### src/rtl/ctrl_port.sv
// ctrl_port: NES controller port responder; strobe write to 0x4016 latches both pads,
// reads of 0x4016/0x4017 shift out one button bit per access.
module ctrl_port #(
  parameter int ADDR_WIDTH = 16,
  parameter int REG_WIDTH = 8,
  parameter logic [ADDR_WIDTH-1:0] PORT0_ADDR = 16'h4016,
  parameter logic [ADDR_WIDTH-1:0] PORT1_ADDR = 16'h4017
) (
  input  logic                  clk,
  input  logic                  reset_n,
  input  logic                  we,
  input  logic                  re,
  input  logic [ADDR_WIDTH-1:0] addr,
  input  logic [REG_WIDTH-1:0]  din,
  output logic [REG_WIDTH-1:0]  dout,
  output logic                  sel,
  input  logic [7:0]            buttons0,
  input  logic [7:0]            buttons1,
  output logic                  strobe_out
);
  logic strobe_q, strobe_d;
  logic [7:0] sr0_q, sr0_d, sr1_q, sr1_d;
  logic [REG_WIDTH-1:0] dout_q, dout_d;
  logic is_p0, is_p1, wr, rd, bit_n;

  assign is_p0 = addr == PORT0_ADDR;
  assign is_p1 = addr == PORT1_ADDR;
  assign sel = is_p0 | is_p1;
  assign dout = dout_q;
  assign strobe_out = strobe_q;

  // a simultaneous write suppresses the read and its shift side effect
  always_comb begin
    wr = we & is_p0;
    rd = re & ~we & sel;
    bit_n = strobe_q ? (is_p1 ? buttons1[0] : buttons0[0]) : (is_p1 ? sr1_q[0] : sr0_q[0]);
    strobe_d = wr ? din[0] : strobe_q;
    sr0_d = strobe_q ? buttons0 : (rd & is_p0) ? {1'b1, sr0_q[7:1]} : sr0_q;
    sr1_d = strobe_q ? buttons1 : (rd & is_p1) ? {1'b1, sr1_q[7:1]} : sr1_q;
    dout_d = rd ? REG_WIDTH'({7'b0100000, bit_n}) : dout_q;
  end

  always_ff @(posedge clk or negedge reset_n) begin
    if (!reset_n) begin
      strobe_q <= 1'b0;
      sr0_q <= 8'h00;
      sr1_q <= 8'h00;
      dout_q <= '0;
    end else begin
      strobe_q <= strobe_d;
      sr0_q <= sr0_d;
      sr1_q <= sr1_d;
      dout_q <= dout_d;
    end
  end
endmodule

### config.mk
export PLATFORM = sky130hd
export DESIGN_NAME = ctrl_port
export DESIGN_NICKNAME = d
export VERILOG_FILES = /design/src/rtl/ctrl_port.sv
export SDC_FILE = /design/constraint.sdc
export NUM_CORES = 1
export LEC_CHECK = 0
export ABC_AREA = 1
export CORE_ASPECT_RATIO = 1.25
export CORE_MARGIN = 5
export CORE_UTILIZATION = 37
export DETAILED_ROUTE_END_ITERATION = 10
export PLACE_DENSITY = 0.79
export SLEW_MARGIN = 20
export SYNTH_ARGS = -nofsm -noshare
export SYNTH_HDL_FRONTEND = slang
export SYNTH_SLANG_ARGS = --single-unit
### constraint.sdc
create_clock -name clk -period 0.97 [get_ports clk]
set_input_delay 0.2425 -clock clk [delete_from_list [all_inputs] [get_ports clk]]
set_output_delay 0.2425 -clock clk [all_outputs]
set_load 0.02 [all_outputs]
==> After elaboration in Yosys (flattened, before gate mapping) <==
Cells that the tools add are included.
{ "word_totals": {"reg_bits": 19, "elab_cells": 22} }
{ "classes": {"n_reduce_logical": 2, "n_bitwise": 7, "n_eq_ne": 2, "n_mux": 7} }
{ "op_table": {"columns": ["cell", "count"], "rows": [
  ["$eq A16 B15 Y1 const B", 2],
  ["$mux W8", 4],
  ["$and A1 B1 Y1", 5],
  ["$reduce_bool A2 Y1", 2],
  ["$mux W1", 3],
  ["$not A1 Y1", 1],
  ["$or A1 B1 Y1", 1]
]} }

==> Depth between registers and ports, before layout <==
{ "depth": {"depth_word": 6, "ltp_mapped": 9, "depth_no_buf": 9} }

==> Worst setup path before layout <==
Ideal clock, no wire load.
{ "synth_timing": {"path_kind": "register to register", "startpoint": "register strobe_q (netlist: strobe_out)", "endpoint": "register sr0_q[3]", "path_slack_ns": -0.244, "period_less_slack_ns": 1.214, "stages_incl_launch_ff": 6, "n_path_buf": 2, "t_arrival_ns": 1.090, "path_cell_list": "dfrtp_1 buf_2 buf_2 nor2_1 nand2_1 nand3_1"} }
{ "synth_via": {"elab_chain_len": 1, "word_cells_on_any_way": 2, "cone_classes": "1 x mux; 1 x reduce/logical"} }
{ "synth_rtl": {"columns": ["element", "line_no", "rtl"], "rows": [
  ["start, declared", "21", "logic strobe_q, strobe_d;"],
  ["start signal, assigned", "50", "strobe_q <= strobe_d;"],
  ["$mux W8 / $reduce_bool A2 Y1 (equally long branches)", null, null],
  ["end signal, assigned", "51", "sr0_q <= sr0_d;"],
  ["end, declared", "22", "logic [7:0] sr0_q, sr0_d, sr1_q, sr1_d;"]
]} }
Several ways; a longest one is shown, not always the timed one.
A chain may end at the register's enable or synchronous reset.

==> Worst setup path after layout <==
{ "layout_timing": {"startpoint": "input port addr[12]", "endpoint": "output port sel"} }
{ "layout_via": {"elab_chain_len": 2, "word_cells_on_any_way": 3, "cone_classes": "2 x eq/ne; 1 x bitwise"} }
{ "layout_rtl": {"columns": ["element", "line_no", "rtl"], "rows": [
  ["start, declared", "13", "input logic [ADDR_WIDTH-1:0] addr,"],
  ["$eq A16 B15 Y1, on equally long branches", "26, 27", null],
  ["$or A1 B1 Y1 *", "28", "assign sel = is_p0 | is_p1;"],
  ["end, declared", "16", "output logic sel,"]
]} }
Mark *: on every way between the ends. The rest lies on a longest branch, timed or not.

==> flow_metrics.py <==
metrics = {
    "clock_network": {
        "clk_pin_slew_ps": 120,
        "clockBufferDepth": 2,
        "htreeDepth": 1,
        "cts-root-buf": "clkbuf_4",
        "clk_latency_ps": 290,
        "cts_hold_buf": 0,
        "cts_tree": "built",
        "cts_sinks": 19,
        "cts_made_buffers": 3,
    },
    "drt": {
        "drtIter0Drc": 20,
        "drtPass1Iterations": 4,
        "drc": 0,
        "vias": 1272,
        "via_per_inst": 4.800,
        "drt_wl_total_mm": 3.636,
        "ant_nets": 0,
        "wl_per_cell_um": 13.72,
    },
    "pwr": {
        "vdd_ir_drop_max_uv": 671.8,
        "internal-power_mw": 1.170,
        "power.switching_mw": 0.4358,
        "clockPowerShare_pct": 25.6,
        "p_sw_share_pct": 27.13,
        "pwr-share-comb_pct": 21.9,
        "power.leakage_nw": 1.073,
        "power_density_nw_per_um2": 731.8,
        "p_seq_share_pct": 52.5,
    },
    "layout": {
        "seqCellArea_sq_um": 476.7,
        "fill_cells": 207,
        "final_common_cell": "nand2_1",
        "layout-drive-gt1-share_pct": 56.77,
        "area.growth.synth_to_final_pct": 89.01,
        "num_antenna_cells": 0,
        "nets": 274,
        "final_area_sq_um": 2195,
        "multiInputGateArea_sq_um": 810.8,
        "final_cell_mix": "34 x nand2_1, 20 x nand2_2",
    },
    "die": {
        "initial_utilization_pct": 39.06,
        "ios": 54,
        "die_x_um": 60.11,
        "core_area_sq_um": 2973,
        "rows": 22,
        "die_area_sq_um": 4365,
        "die_h_um": 72.63,
    },
    "min_path": {
        "hold_path_class": "input pin to async pin",
    },
    "timing": {
        "fin_ws_ps": -251.1,
        "rsz0062_at_grt": "true",
        "maxSlewViolCount": 0,
        "tns_ps": -3496,
        "hold_viol_final": 0,
        "post-route-min-period_ps": 1221,
        "fin_skew_ps": 2.375,
        "finalSetupViolCount": 22,
        "finalCritPeriodShare_pct": 125.9,
        "max_freq_mhz": 818.9,
    },
    "global_route": {
        "antenna_found_initial": 0,
        "grt_pass1_vias": 1206,
        "grtUsageTotal_pct": 15.94,
        "grt_max_degree": 20,
        "overflow": 0,
        "grt_first_pass_wirelength_mm": 5.423,
    },
    "yosys": {
        "synthCells": 158,
        "synth_area_per_cell_sq_um": 7.349,
        "synth_cell_types": 23,
        "ys_seq_elements": 19,
        "synth_area_sq_um": 1161,
        "yosys_warnings": 0,
        "synth_seq_area_share_pct": 40.95,
    },
    "setup_path": {
        "crit_arrival_ps": 980,
        "worstPathRequired_ps": 730,
        "worst_setup_path_end_kind": "output port",
        "critPathLaunchType": "input pin",
        "path_class": "input pin to output port",
        "path_max_fanout": 3,
    },
    "placed_design": {
        "portBuffers": 40,
        "dp_slack_ps": -1181,
        "placed_cell_area_sq_um": 1758,
        "gpl.final_weighted_congestion": 0.7600,
        "hpwl_mm": 2.099,
    },
    "outcome": {
        "violations": "setup timing",
        "outcome": "finished, violations left",
    },
    "job": {
        "drv_cap": 0,
    },
}
==> path summary, 6_finish.rpt <==
| kind | cells after the start | start | end | slack (ps) |
|---|---|---|---|---|
| max in group asynchronous | 2 | reset_n | strobe_out | 540 |
| worst max-delay path | 7 | addr[12] | sel | -250 |
| worst max register to register | 6 | strobe_out | sr0_q[6] | -190 |
| worst min register to register | 2 | sr0_q[7] | sr0_q[7] | 500 |
| min in group clk | 5 | we | strobe_out | 500 |
| worst min-delay path | 2 | reset_n | dout[6] | 280 |
==> worst max-delay path: stages <==
cell and delay [ps]:
buf_2 110, nor2_2 110, nand2_2 90, nor2_4 150, nand2_2 90, nand2_4 80, buf_6 110
==> per-layer routing <==
metal | part of all wire (%) | vias to the layer above | track usage [%]
li1 | - | 617 | -
met5 | 0 | - | 0
met4 | 1.8 | 0 | 2.709
met3 | 5.4 | 8 | 3.009
met2 | 54 | 34 | 28.00
met1 | 39 | 613 | 20.18
==> area by class of cell <==
cell class | instances | share of cell area (%)
multi-input combinational | 113 | 36.94
timing repair buffer | 70 | 33.07
sequential | 19 | 21.72
inverter | 22 | 4.447
tap | 36 | 2.052
clock buffer | 3 | 1.026
timing repair inverter | 1 | 0.5131
clock inverter | 1 | 0.2281
==> per-stage QoR <==
step	instances	hold slack (ps)	total power [mW]	util [%]
finish	265	281.9	1.606	73.82
global route	265	273.8	1.702	73.82
CTS	261	282.7	1.568	68.10
detailed placement	247	457.2	1.149	59.13
global placement	247	443.9	1.140	59.13
floorplan	163	-53.09	0.9686	-
==> cells in the mapped netlist <==
cell type / n / share of area (%)
a21oi_1: 2 / 0.86
buf_2: 3 / 1.3
buf_4: 6 / 3.9
buf_6: 1 / 0.97
conb_1: 1 / 0.32
dfrtp_1: 19 / 41
inv_1: 20 / 6.5
inv_2: 2 / 0.65
nand2_1: 54 / 17
nand2_2: 6 / 3.2
nand2_4: 1 / 0.97
nand3_1: 6 / 2.6
nand3_2: 2 / 1.7
nand3_4: 1 / 1.5
nand4_1: 1 / 0.54
nor2_1: 15 / 4.8
nor2_2: 3 / 1.6
nor2_4: 1 / 0.97
o211ai_1: 1 / 0.65
o211ai_2: 4 / 4.3
o21ai_0: 5 / 2.2
o21ai_1: 3 / 1.3
o21ai_2: 1 / 0.75
==> power by group through the flow <==
stage	registers, mW	logic [mW]	clock network [mW]
finish	0.843	0.351	0.412
global route	0.847	0.382	0.473
CTS	0.841	0.304	0.423
detailed placement	0.853	0.296	0
global placement	0.850	0.290	0
floorplan	0.849	0.119	0
==> registers in the layout, indices dropped and copies added (netlist names) <==
| signal | cells |
|---|---|
| sr0_q | 8 |
| sr1_q | 8 |
| strobe_out | 1 |
| dout | 2 |
==> cell families (layout without fill, tap and decap cells) <==
kind of cell	after synthesis	count (layout)	share of synthesized area, %
DFF	19	19	40.95
and+or+nand+nor	90	91	35.45
buffers and inverters	32	97	13.25
other	1	6	0.3230
AOI/OAI and AO/OA	16	16	10.02
==> what timing repair did <==
item,4_1_cts,5_1_grt
cloned,4,0
buffers inserted,8,5
pin swaps,39,24
endpoints found under the setup margin,23,23
gates resized for setup,143,34
Note: power is estimated with default switching activity, not from simulation.
